## config.mk

```make
export PLATFORM = sky130hd
export DESIGN_NAME = sha3_digest_serializer_flat
export DESIGN_NICKNAME = d
export VERILOG_FILES = /design/src/rtl/sha3_pkg.sv /design/src/rtl/sha3_digest_serializer_if.sv /design/src/rtl/sha3_digest_serializer.sv /design/src/flat_wrapper.sv
export SDC_FILE = /design/constraint.sdc
export NUM_CORES = 1
export LEC_CHECK = 0
export CAP_MARGIN = 10
export CORE_AREA = 2 2 657 659
export CTS_BUF_LIST = sky130_fd_sc_hd__clkbuf_4
export CTS_CLUSTER_SIZE = 40
export DETAILED_ROUTE_END_ITERATION = 7
export DIE_AREA = 0 0 659 661
export GPL_TIMING_DRIVEN = 0
export PLACE_DENSITY = 0.3
export SLEW_MARGIN = 20
export SYNTH_ARGS = -nofsm -noshare
export SYNTH_HDL_FRONTEND = slang
export SYNTH_SLANG_ARGS = --single-unit
```

## constraint.sdc

```tcl
create_clock -name clk -period 5.2 [get_ports clk]
set_input_delay 1.56 -clock clk [delete_from_list [all_inputs] [get_ports clk]]
set_output_delay 1.56 -clock clk [all_outputs]
set_load 0.02 [all_outputs]
```

## src/rtl/sha3_pkg.sv

```systemverilog
// Shared definitions for the SHA-3 round pipeline and its digest output stage.
package sha3_pkg;

   localparam int LANE_W = 64;

   typedef enum logic {
      IDLE = 1'b0,
      SEND = 1'b1
   } state_e;

   // Iota round constants, indexed by round number.
   localparam logic [LANE_W-1:0] RC [24] = '{
      64'h0000_0000_0000_0001, 64'h0000_0000_0000_8082,
      64'h8000_0000_0000_808A, 64'h8000_0000_8000_8000,
      64'h0000_0000_0000_808B, 64'h0000_0000_8000_0001,
      64'h8000_0000_8000_8081, 64'h8000_0000_0000_8009,
      64'h0000_0000_0000_008A, 64'h0000_0000_0000_0088,
      64'h0000_0000_8000_8009, 64'h0000_0000_8000_000A,
      64'h0000_0000_8000_808B, 64'h8000_0000_0000_008B,
      64'h8000_0000_0000_8089, 64'h8000_0000_0000_8003,
      64'h8000_0000_0000_8002, 64'h8000_0000_0000_0080,
      64'h0000_0000_0000_800A, 64'h8000_0000_8000_000A,
      64'h8000_0000_8000_8081, 64'h8000_0000_0000_8080,
      64'h0000_0000_8000_0001, 64'h8000_0000_8000_8008
   };

   function automatic int digest_words(input int bits);
      return (bits + LANE_W - 1) / LANE_W;
   endfunction

   // Byte mask of the final word; a partial word keeps only its low bytes.
   function automatic logic [7:0] last_keep(input int bits);
      int rem_bytes;
      rem_bytes = (bits % LANE_W) / 8;
      return (rem_bytes == 0) ? 8'hFF : 8'((1 << rem_bytes) - 1);
   endfunction

endpackage

```

## src/rtl/sha3_digest_serializer_if.sv

```systemverilog
// Digest word stream: valid/ready handshake with byte keep and end-of-digest flag.
interface sha3_digest_serializer_if;
   import sha3_pkg::*;

   logic [LANE_W-1:0] odata;
   logic [7:0]        okeep;
   logic              ovalid;
   logic              olast;
   logic              iready;

   modport master (output odata, okeep, ovalid, olast, input iready);
   modport slave  (input odata, okeep, ovalid, olast, output iready);

endinterface

```

## src/rtl/sha3_digest_serializer.sv

```systemverilog
// Captures the final Keccak state on sample and streams the digest lanes
// one 64-bit word per beat, accepting a new state on the final handshake.
module sha3_digest_serializer
   import sha3_pkg::*;
#(
   parameter int DIGEST_BITS = 256
) (
   input  logic                     clk,
   input  logic                     rstn,
   input  logic [4:0][LANE_W-1:0]   isa,
   input  logic [4:0][LANE_W-1:0]   isb,
   input  logic [4:0][LANE_W-1:0]   isc,
   input  logic [4:0][LANE_W-1:0]   isd,
   input  logic [4:0][LANE_W-1:0]   ise,
   input  logic                     sample,
   output logic                     ocan_sample,
   output logic                     ooverflow,
   sha3_digest_serializer_if.master dbus
);

   localparam int              WORDS     = digest_words(DIGEST_BITS);
   localparam int              CW        = $clog2(WORDS);
   localparam logic [7:0]      LAST_KEEP = last_keep(DIGEST_BITS);
   localparam logic [CW-1:0]   LAST_IDX  = CW'(WORDS - 1);

   if (!(DIGEST_BITS == 224 || DIGEST_BITS == 256 ||
         DIGEST_BITS == 384 || DIGEST_BITS == 512)) begin : g_bad_bits
      $error("sha3_digest_serializer: illegal DIGEST_BITS %0d", DIGEST_BITS);
   end

   logic [24:0][LANE_W-1:0]    lanes;
   logic [WORDS-1:0][LANE_W-1:0] cap;
   state_e                     state;
   logic [CW-1:0]              cnt;
   logic                       is_last;
   logic                       take;
   logic                       unused_lanes;
   logic [7:0]                 keep;
   logic [LANE_W-1:0]          mask;

   // Lane index i = x + 5y, so row A sits in the low lanes.
   assign lanes        = {ise, isd, isc, isb, isa};
   assign unused_lanes = ^lanes;

   assign is_last     = (cnt == LAST_IDX);
   assign ocan_sample = (state == IDLE) ||
                        ((state == SEND) && is_last && dbus.iready);
   assign take        = sample && ocan_sample;

   always_ff @(posedge clk or negedge rstn) begin
      if (!rstn) begin
         state     <= IDLE;
         cnt       <= '0;
         cap       <= '0;
         ooverflow <= 1'b0;
      end else begin
         ooverflow <= sample && !ocan_sample;
         if (take) begin
            // Also covers a sample on the final handshake: restart with no bubble.
            cap   <= lanes[WORDS-1:0];
            cnt   <= '0;
            state <= SEND;
         end else if ((state == SEND) && dbus.iready) begin
            if (is_last) state <= IDLE;
            else         cnt   <= cnt + 1'b1;
         end
      end
   end

   always_comb begin
      keep = '0;
      if (state == SEND) keep = is_last ? LAST_KEEP : 8'hFF;
      for (int b = 0; b < 8; b++) mask[b*8 +: 8] = {8{keep[b]}};
   end

   assign dbus.ovalid = (state == SEND);
   assign dbus.olast  = (state == SEND) && is_last;
   assign dbus.okeep  = keep;
   assign dbus.odata  = cap[cnt] & mask;

endmodule

```

## src/flat_wrapper.sv

```systemverilog
// flat-port wrapper written by rule: the top's interface ports become plain ports
module sha3_digest_serializer_flat import sha3_pkg::*;
#(
   parameter int DIGEST_BITS = 256
)
  (clk, rstn, isa, isb, isc, isd, ise, sample, ocan_sample, ooverflow, dbus_odata, dbus_okeep, dbus_ovalid, dbus_olast, dbus_iready);
  sha3_digest_serializer_if dbus_i ();
  input  logic clk;
  input  logic rstn;
  input  logic [4:0][LANE_W-1:0] isa;
  input  logic [4:0][LANE_W-1:0] isb;
  input  logic [4:0][LANE_W-1:0] isc;
  input  logic [4:0][LANE_W-1:0] isd;
  input  logic [4:0][LANE_W-1:0] ise;
  input  logic sample;
  output logic ocan_sample;
  output logic ooverflow;
  output wire logic [$bits(dbus_i.odata)-1:0] dbus_odata;
  output wire logic [$bits(dbus_i.okeep)-1:0] dbus_okeep;
  output wire logic [$bits(dbus_i.ovalid)-1:0] dbus_ovalid;
  output wire logic [$bits(dbus_i.olast)-1:0] dbus_olast;
  input wire logic [$bits(dbus_i.iready)-1:0] dbus_iready;
  assign dbus_odata = dbus_i.odata;
  assign dbus_okeep = dbus_i.okeep;
  assign dbus_ovalid = dbus_i.ovalid;
  assign dbus_olast = dbus_i.olast;
  assign dbus_i.iready = dbus_iready;
  sha3_digest_serializer #(.DIGEST_BITS(DIGEST_BITS)) u_core (.clk(clk), .rstn(rstn), .isa(isa), .isb(isb), .isc(isc), .isd(isd), .ise(ise), .sample(sample), .ocan_sample(ocan_sample), .ooverflow(ooverflow), .dbus(dbus_i));
endmodule
```

==> results of run 1 <==
-- flip-flops by register name (all words and copies together) (netlist names) --
signal / count
u_core.ooverflow: 1
u_core.dbus.ovalid: 1
u_core.cap: 256
u_core.cnt: 2
-- metal layers --
layer	wire (µm)	vias up
li1	-	3857
met1	26700	4340
met2	43500	239
met3	2930	127
met4	2500	10
met5	69	-
-- report_power, final --
group / switching, mW / internal, mW
Clock: 1.15 / 1.22
Sequential: 0.601 / 3.05
Combinational: 3.32 / 3.41
-- through the flow --
step / utilization (%) / cells
after CTS: 5.78 / 7002
after global placement: 5.39 / 6832
after global routing: 5.79 / 7009
final: 5.79 / 7016
after detailed placement: 5.47 / 6849
after floorplan: - / 787
-- repair_timing --
action / 4_1_cts / 5_1_grt
setup buffers: 9 / 0
pin swaps: 0 / 0
endpoints found under the hold margin: 6 / 0
endpoints found under the setup margin: 64 / 14
gates resized for setup: 84 / 3
hold buffers: 1 / 0
-- area by class of cell --
| cell class | count | area (µm²) |
|---|---|---|
| Buffer | 63 | 845 |
| Fill cell | 50200 | 404000 |
| Clock inverter | 7 | 52.6 |
| Sequential cell | 260 | 6510 |
| Clock buffer | 137 | 1030 |
| Inverter | 2 | 7.51 |
| Multi-Input combinational cell | 461 | 5550 |
| Antenna cell | 14 | 35.0 |
| Tap cell | 5710 | 7140 |
| Timing Repair Buffer | 362 | 3690 |
-- cells in the mapped netlist --
library cell	n	area, µm²
buf_4	10	75.1
and2_1	1	6.26
mux2i_1	128	1280
a21bo_4	1	16.3
nand2b_1	1	6.26
buf_12	22	440
nand2_8	1	20.0
nand2_1	2	7.51
mux2_4	200	3000
a32o_1	1	10.0
mux2_2	56	631
and3b_1	1	8.76
inv_1	2	7.51
buf_1	3	11.3
dfrtp_1	260	6510
a21o_1	1	7.51
buf_2	13	65.1
ha_1	1	12.5
clkbuf_1	11	41.3
nor2b_1	1	6.26
buf_6	5	56.3
o22ai_1	65	407
nor2_1	1	3.75
-- worst paths after layout --
check	startpoint	to	slack [ns]	depth (start not counted)
max reg2reg	u_core.cnt[1]	u_core.cap[209]	2.62	8
min in group asynchronous	rstn	u_core.cap[240]	0.77	2
max in group asynchronous	rstn	u_core.cap[201]	2.91	5
min	u_core.cap[225]	u_core.cap[225]	0.50	1
max	u_core.cnt[1]	dbus_odata[46]	0.36	5
min reg2reg	u_core.cap[225]	u_core.cap[225]	0.50	1
-- cell families (layout without fill, tap and decap cells) --
| family | count (synthesis) | after routing | share of synthesized area, % |
|---|---|---|---|
| AOI/OAI and AO/OA | 68 | 68 | 3.49 |
| and+or+nand+nor | 8 | 8 | 0.466 |
| other | 0 | 14 | 0 |
| DFF | 260 | 260 | 51.5 |
| buffers and inverters | 66 | 571 | 5.52 |
| adders and majority gates | 1 | 1 | 0.0991 |
| muxes | 384 | 384 | 38.9 |
==> results.py, run 1 <==
metrics = {
    "status": {
        "outcome": "complete, no violations",
    },
    "worst_hold_path": {
        "hp-class": "reg2reg",
    },
    "critical_path": {
        "worstSetupEndpointType": "output pin",
        "critical_path.max_stage_delay_ns": 0.49,
        "cp_num_buf_inv": 3,
        "cp.arrival_ns": 3.28,
        "cp_max_fo": 10,
        "cp-start-kind": "flip-flop",
        "path_delay_family": "buffers and inverters",
        "cp.required_ns": 3.64,
        "critPathKind": "reg2out",
        "cp_slowest_cell": "dlygate4sd2_1",
        "crit_path_cell_trace": "buf_12 -> buf_6 -> mux2i_4 -> o22ai_1 -> dlygate4sd2_1",
    },
    "floorplan": {
        "die_y_um": 661,
        "die_area_um2": 436000,
        "fp.dieW_um": 659,
        "start_util_pct": 2.94,
        "num_rows": 241,
        "core_area_um2": 429000,
        "num_io_pins": 1680,
    },
    "global_routing": {
        "globalRouteMet2Util_pct": 6.76,
        "grt_usage_pct": 3.43,
        "grt_max_degree": 74,
        "grt_pass1_vias": 9669,
        "top_usage_layer": "met2",
        "grt_pass1_wl_mm": 96.1,
        "grtUsageMet1_pct": 3.39,
        "gr-usage-met3_pct": 0.717,
        "grt_overflow": 0,
        "antenna_found_initial": 30,
    },
    "pwr": {
        "leakage_nw": 8.64,
        "p_total_mw": 12.8,
        "vdd.ir_drop.worst_uv": 190,
        "power.density_nw_per_um2": 513,
    },
    "layout": {
        "fin_area_um2": 24900,
        "drive_gt1_share_pct": 39.4,
        "layout_common_cells": "clkdlybuf4s50_1, dfrtp_1, mux2_4",
        "nets": 2848,
        "layout_commonest_cell": "clkdlybuf4s50_1",
        "syn2layout_area_growth_pct": 96.9,
    },
    "place": {
        "io_buffers": 335,
        "place.gp.congestion": 0.663,
        "hpwlAfterDp_mm": 60.2,
        "post_dp_cell_area_um2": 23500,
        "dp_slack_ns": -0.500,
    },
    "sta": {
        "setup_tns_ns": 0,
        "worstMarginPinSlew_ns": 0.654,
        "skew_ns": 0.145,
        "grt_setup_unrepaired": "true",
        "hold_violations": 0,
        "period_needed_ns": 4.84,
        "hold_ws_ns": 0.504,
        "fin_ws_ns": 0.356,
        "max_slew_margin_pct": 56.6,
        "period_share_pct": 93.1,
        "slew_violations": 0,
        "fmax_mhz": 206,
        "setup_viol": 0,
    },
    "routing": {
        "viasPerCell": 1.22,
        "detail-route-antenna-nets": 0,
        "num_vias": 8573,
        "drc_errors": 0,
        "wl_mm": 75.7,
        "drt_first_pass_iters": 4,
        "drtIter0Drc": 248,
        "post_drt_wl_per_cell_um": 10.8,
    },
    "clock_tree": {
        "cts_inserted_buffers": 93,
        "cts_root_buf": "clkbuf_4",
        "worstSkewPairLatency_ns": 1.16,
        "htree_levels": 3,
        "clock-sinks": 260,
        "clock_tree.buffer_depth": 4,
        "cts.clk_slew.worst_paths_ns": 0.06,
        "cts_tree": "built",
    },
    "synthesis": {
        "synth_area_um2": 12600,
        "synth_seq_cells": 260,
        "synthCells": 787,
        "synth_cell_types": 23,
        "syn_nets": 2392,
        "synth_warnings": 0,
        "synth_area_per_cell_um2": 16.0,
        "ys_seq_area_share_pct": 51.5,
    },
    "job": {
        "drv_cap": 0,
    },
}
Power figures use the tool's default switching activity.
==> run 2: changes to the inputs <==
--- a/config.mk
+++ b/config.mk
@@ -5,12 +5,13 @@
 export SDC_FILE = /design/constraint.sdc
 export NUM_CORES = 1
 export LEC_CHECK = 0
+export ABC_AREA = 1
 export CAP_MARGIN = 10
-export CORE_AREA = 2 2 657 659
+export CORE_AREA = 2 2 645 647
 export CTS_BUF_LIST = sky130_fd_sc_hd__clkbuf_4
 export CTS_CLUSTER_SIZE = 40
 export DETAILED_ROUTE_END_ITERATION = 7
-export DIE_AREA = 0 0 659 661
+export DIE_AREA = 0 0 647 649
 export GPL_TIMING_DRIVEN = 0
 export PLACE_DENSITY = 0.3
 export SLEW_MARGIN = 20
==> run 2 against run 1 <==
Cell count grew 13%. Power rose by 1.6%. Sequential power down 4%. Final area up 0.32%. Critical path depth grew 2. Hold slack lost 0.12 ns. Wire length rose by 42%. Core utilization rose by 0.25 points. Worst setup slack worse by 0.037 ns. Sequential cell count did not move. Global-route usage increased by 1.6 points. First-iteration DRC count grew to 2.6 times the previous value. Highest routed layer unchanged.
==> results.py, run 2 <==
metrics = {
    "pwr": {
        "power_frac_comb_pct": 55.2,
        "leakage_nw": 9.97,
        "p_total_mw": 13.0,
        "vdd.ir_drop.worst_uv": 248,
        "power.density_nw_per_um2": 520,
        "swShare_pct": 51.4,
        "power_frac_clock_pct": 17.8,
        "switchingPower_mw": 6.67,
        "seq_power_share_pct": 27.0,
        "p_int_mw": 6.29,
    },
    "global_routing": {
        "grt_usage_pct": 5.07,
        "antenna_found_initial": 78,
        "grt_overflow": 0,
        "grt_max_degree": 89,
        "grt_pass1_wl_mm": 138,
        "grt_pass1_vias": 14800,
    },
    "clock_tree": {
        "clock_tree.buffer_depth": 3,
        "cts.clk_slew.worst_paths_ns": 0.07,
        "clock-sinks": 260,
        "cts_hold_buf": 0,
        "cts_inserted_buffers": 84,
        "cts_tree": "built",
        "htree_levels": 3,
        "worstSkewPairLatency_ns": 0.98,
        "cts_root_buf": "clkbuf_4",
    },
    "critical_path": {
        "crit_path_end": "dbus_odata[55]",
        "critical_path.max_stage_delay_ns": 0.64,
        "cp.required_ns": 3.64,
        "critPathKind": "reg2out",
        "cp_slowest_cell": "clkdlybuf4s50_1",
        "cp.arrival_ns": 3.32,
        "cp-startpoint": "u_core.cnt[0]",
        "ff2ff_setup_slack_ns": 2.37,
        "rr_endpoint": "u_core.cap[131]",
        "cp-start-kind": "flip-flop",
        "r2r.worst_path.cells": 7,
        "r2r_start": "u_core.cnt[1]",
        "worstSetupEndpointType": "output pin",
        "crit_path_cell_trace": "inv_2 -> buf_4 -> buf_2 -> nand2_1 -> nand3_4 -> a21oi_1 -> clkdlybuf4s50_1",
        "cp_max_fo": 10,
    },
    "floorplan": {
        "die_y_um": 649,
        "core_area_um2": 413000,
        "num_io_pins": 1680,
        "num_rows": 236,
        "die_area_um2": 420000,
        "start_util_pct": 3.25,
        "fp.dieW_um": 647,
    },
    "synthesis": {
        "synthFlopType": "dfrtp_1",
        "yosys.area_share.simple_pct": 36.4,
        "async_flop_share_pct": 100,
        "synth_edf_count": 0,
        "synth_area_leaders": "dfrtp_1, nand2_1, nand3_1, inv_1, buf_2",
        "synth_cell_types": 16,
        "synthMuxAreaShare_pct": 0,
        "synthAdderAreaFrac_pct": 0.0933,
        "ys_top_cells_by_count": "nand2_1, nand3_1, inv_1",
        "syn_nets": 3503,
        "synth_warnings": 0,
        "synth_seq_cells": 260,
        "synth_top_family_by_area": "simple AND/OR/NAND/NOR gates",
        "ys_seq_area_share_pct": 48.5,
        "yosysMostFrequentCell": "nand2_1",
        "synth_area_um2": 13400,
        "yosysTopAreaCellShare_pct": 48.5,
        "synthCells": 1898,
        "yosys.area.top_type": "dfrtp_1",
        "synth_area_per_cell_um2": 7.07,
        "synth_compound_area_share_pct": 2.43,
        "synth_xor_area_share_pct": 0,
    },
    "layout": {
        "syn2layout_area_growth_pct": 86.0,
        "largest_reg_flops": 256,
        "layout_commonest_cell": "nand2_1",
        "nets": 3926,
        "layout_common_cells": "nand2_1, nand3_1, clkdlybuf4s50_1",
        "top_regs": "u_core.cap (256), u_core.cnt (2)",
        "instances_no_fill": 7900,
        "top_register": "u_core.cap",
        "drive_gt1_share_pct": 10.7,
        "n_fill_cell": 48800,
    },
    "sta": {
        "fmax_mhz": 205,
        "period_needed_ns": 4.88,
        "max_slew_margin_pct": 33.2,
        "worstMarginPinSlew_ns": 1.00,
        "slew_violations": 0,
        "setup_viol": 0,
        "period_share_pct": 93.9,
        "skew_ns": 0.0978,
        "hold_violations": 0,
    },
    "place": {
        "io_buffers": 334,
        "place.gp.congestion": 0.723,
        "dp.cells": 7709,
        "hpwlAfterDp_mm": 90.4,
    },
    "routing": {
        "detail-route-antenna-nets": 0,
        "post_drt_wl_per_cell_um": 13.6,
        "drc_errors": 0,
        "wl_mm": 107,
        "num_vias": 13900,
        "drtIter0Drc": 634,
        "drt_first_pass_iters": 5,
        "viasPerCell": 1.76,
    },
    "job": {
        "drv_cap": 0,
    },
    "status": {
        "outcome": "complete, no violations",
    },
    "worst_hold_path": {
        "hp-class": "in2async",
    },
}
## run 2: changes by cell type after synthesis, moves of 70 or more
cell / delta
nand2_1: +776
mux2_4: -200
buf_2: +70
mux2i_1: -128
nand3_1: +385
inv_1: +259
## run 2: worst max-delay path: cells and delay by family, from the launching register on
kind,cells,cell delay (ns)
simple gates,2,0.35
buf+inv,4,1.19
flops,1,0.44
compound gates,1,0.26
## run 2: worst min path at each step
stage | start | end | slack (ns) | cells past startpoint
after detailed placement | u_core.cap[136] | u_core.cap[136] | 0.46 | 2
after global placement | u_core.cap[206] | u_core.cap[206] | 0.46 | 2
final | rstn | u_core.cap[185] | 0.39 | 1
after global routing | rstn | u_core.cap[184] | 0.22 | 1
after floorplan | u_core.cap[0] | u_core.cap[0] | 0.44 | 2
after CTS | rstn | u_core.cap[185] | 0.15 | 1
## run 2: what timing repair did
item	in CTS	in global routing
gates resized for setup	47	6
hold endpoints to repair	0	0
setup endpoints to repair	65	3
setup buffers	1	0
## run 2: logic make-up after synthesis
group / Yosys count
AOI/OAI and AO/OA: 65
adders and majority gates: 1
and+or+nand+nor: 1167
buffers and inverters: 405
DFF: 260
## run 2: power groups by stage
stage | registers (mW) | logic (mW) | clock network [mW]
floorplan | 3.34 | 3.54 | 0
global placement | 3.56 | 7.60 | 0
detailed placement | 3.56 | 7.57 | 0
CTS | 3.53 | 7.61 | 2.52
global route | 3.64 | 8.04 | 2.57
finish | 3.50 | 7.15 | 2.30
## run 2: stage by stage
stage          area [µm²]  setup TNS [ns]  hold slack, ns  util, %  setup WS [ns]
6_report            24900               0           0.385     6.05          0.320
5_1_grt             24900         -0.0109           0.219     6.03        -0.0109
4_1_cts             24800          -0.963           0.147     6.01         -0.318
3_5_place_dp        23700          -0.642           0.458     5.74         -0.642
3_3_place_gp        23600        -2816.98           0.459     5.72         -11.00
2_1_floorplan       13400               0           0.442        -           1.54
## run 2: per-layer routing
layer  global-route usage, %  wire, µm
met5                       0       107
met4                    2.83      5470
met3                    1.51      6760
met2                    9.31     56800
met1                    5.07     38300
## run 2: final cells by class
cell class	instances	area (µm²)	area share [%]
multi-input combinational	1233	5270	21.1
clock inverter	30	164	0.657
buffer	140	748	3.00
antenna	46	115	0.461
sequential	260	6510	26.1
inverter	264	998	4.00
clock buffer	115	863	3.46
tap	5474	6850	27.5
timing repair buffer	338	3430	13.7
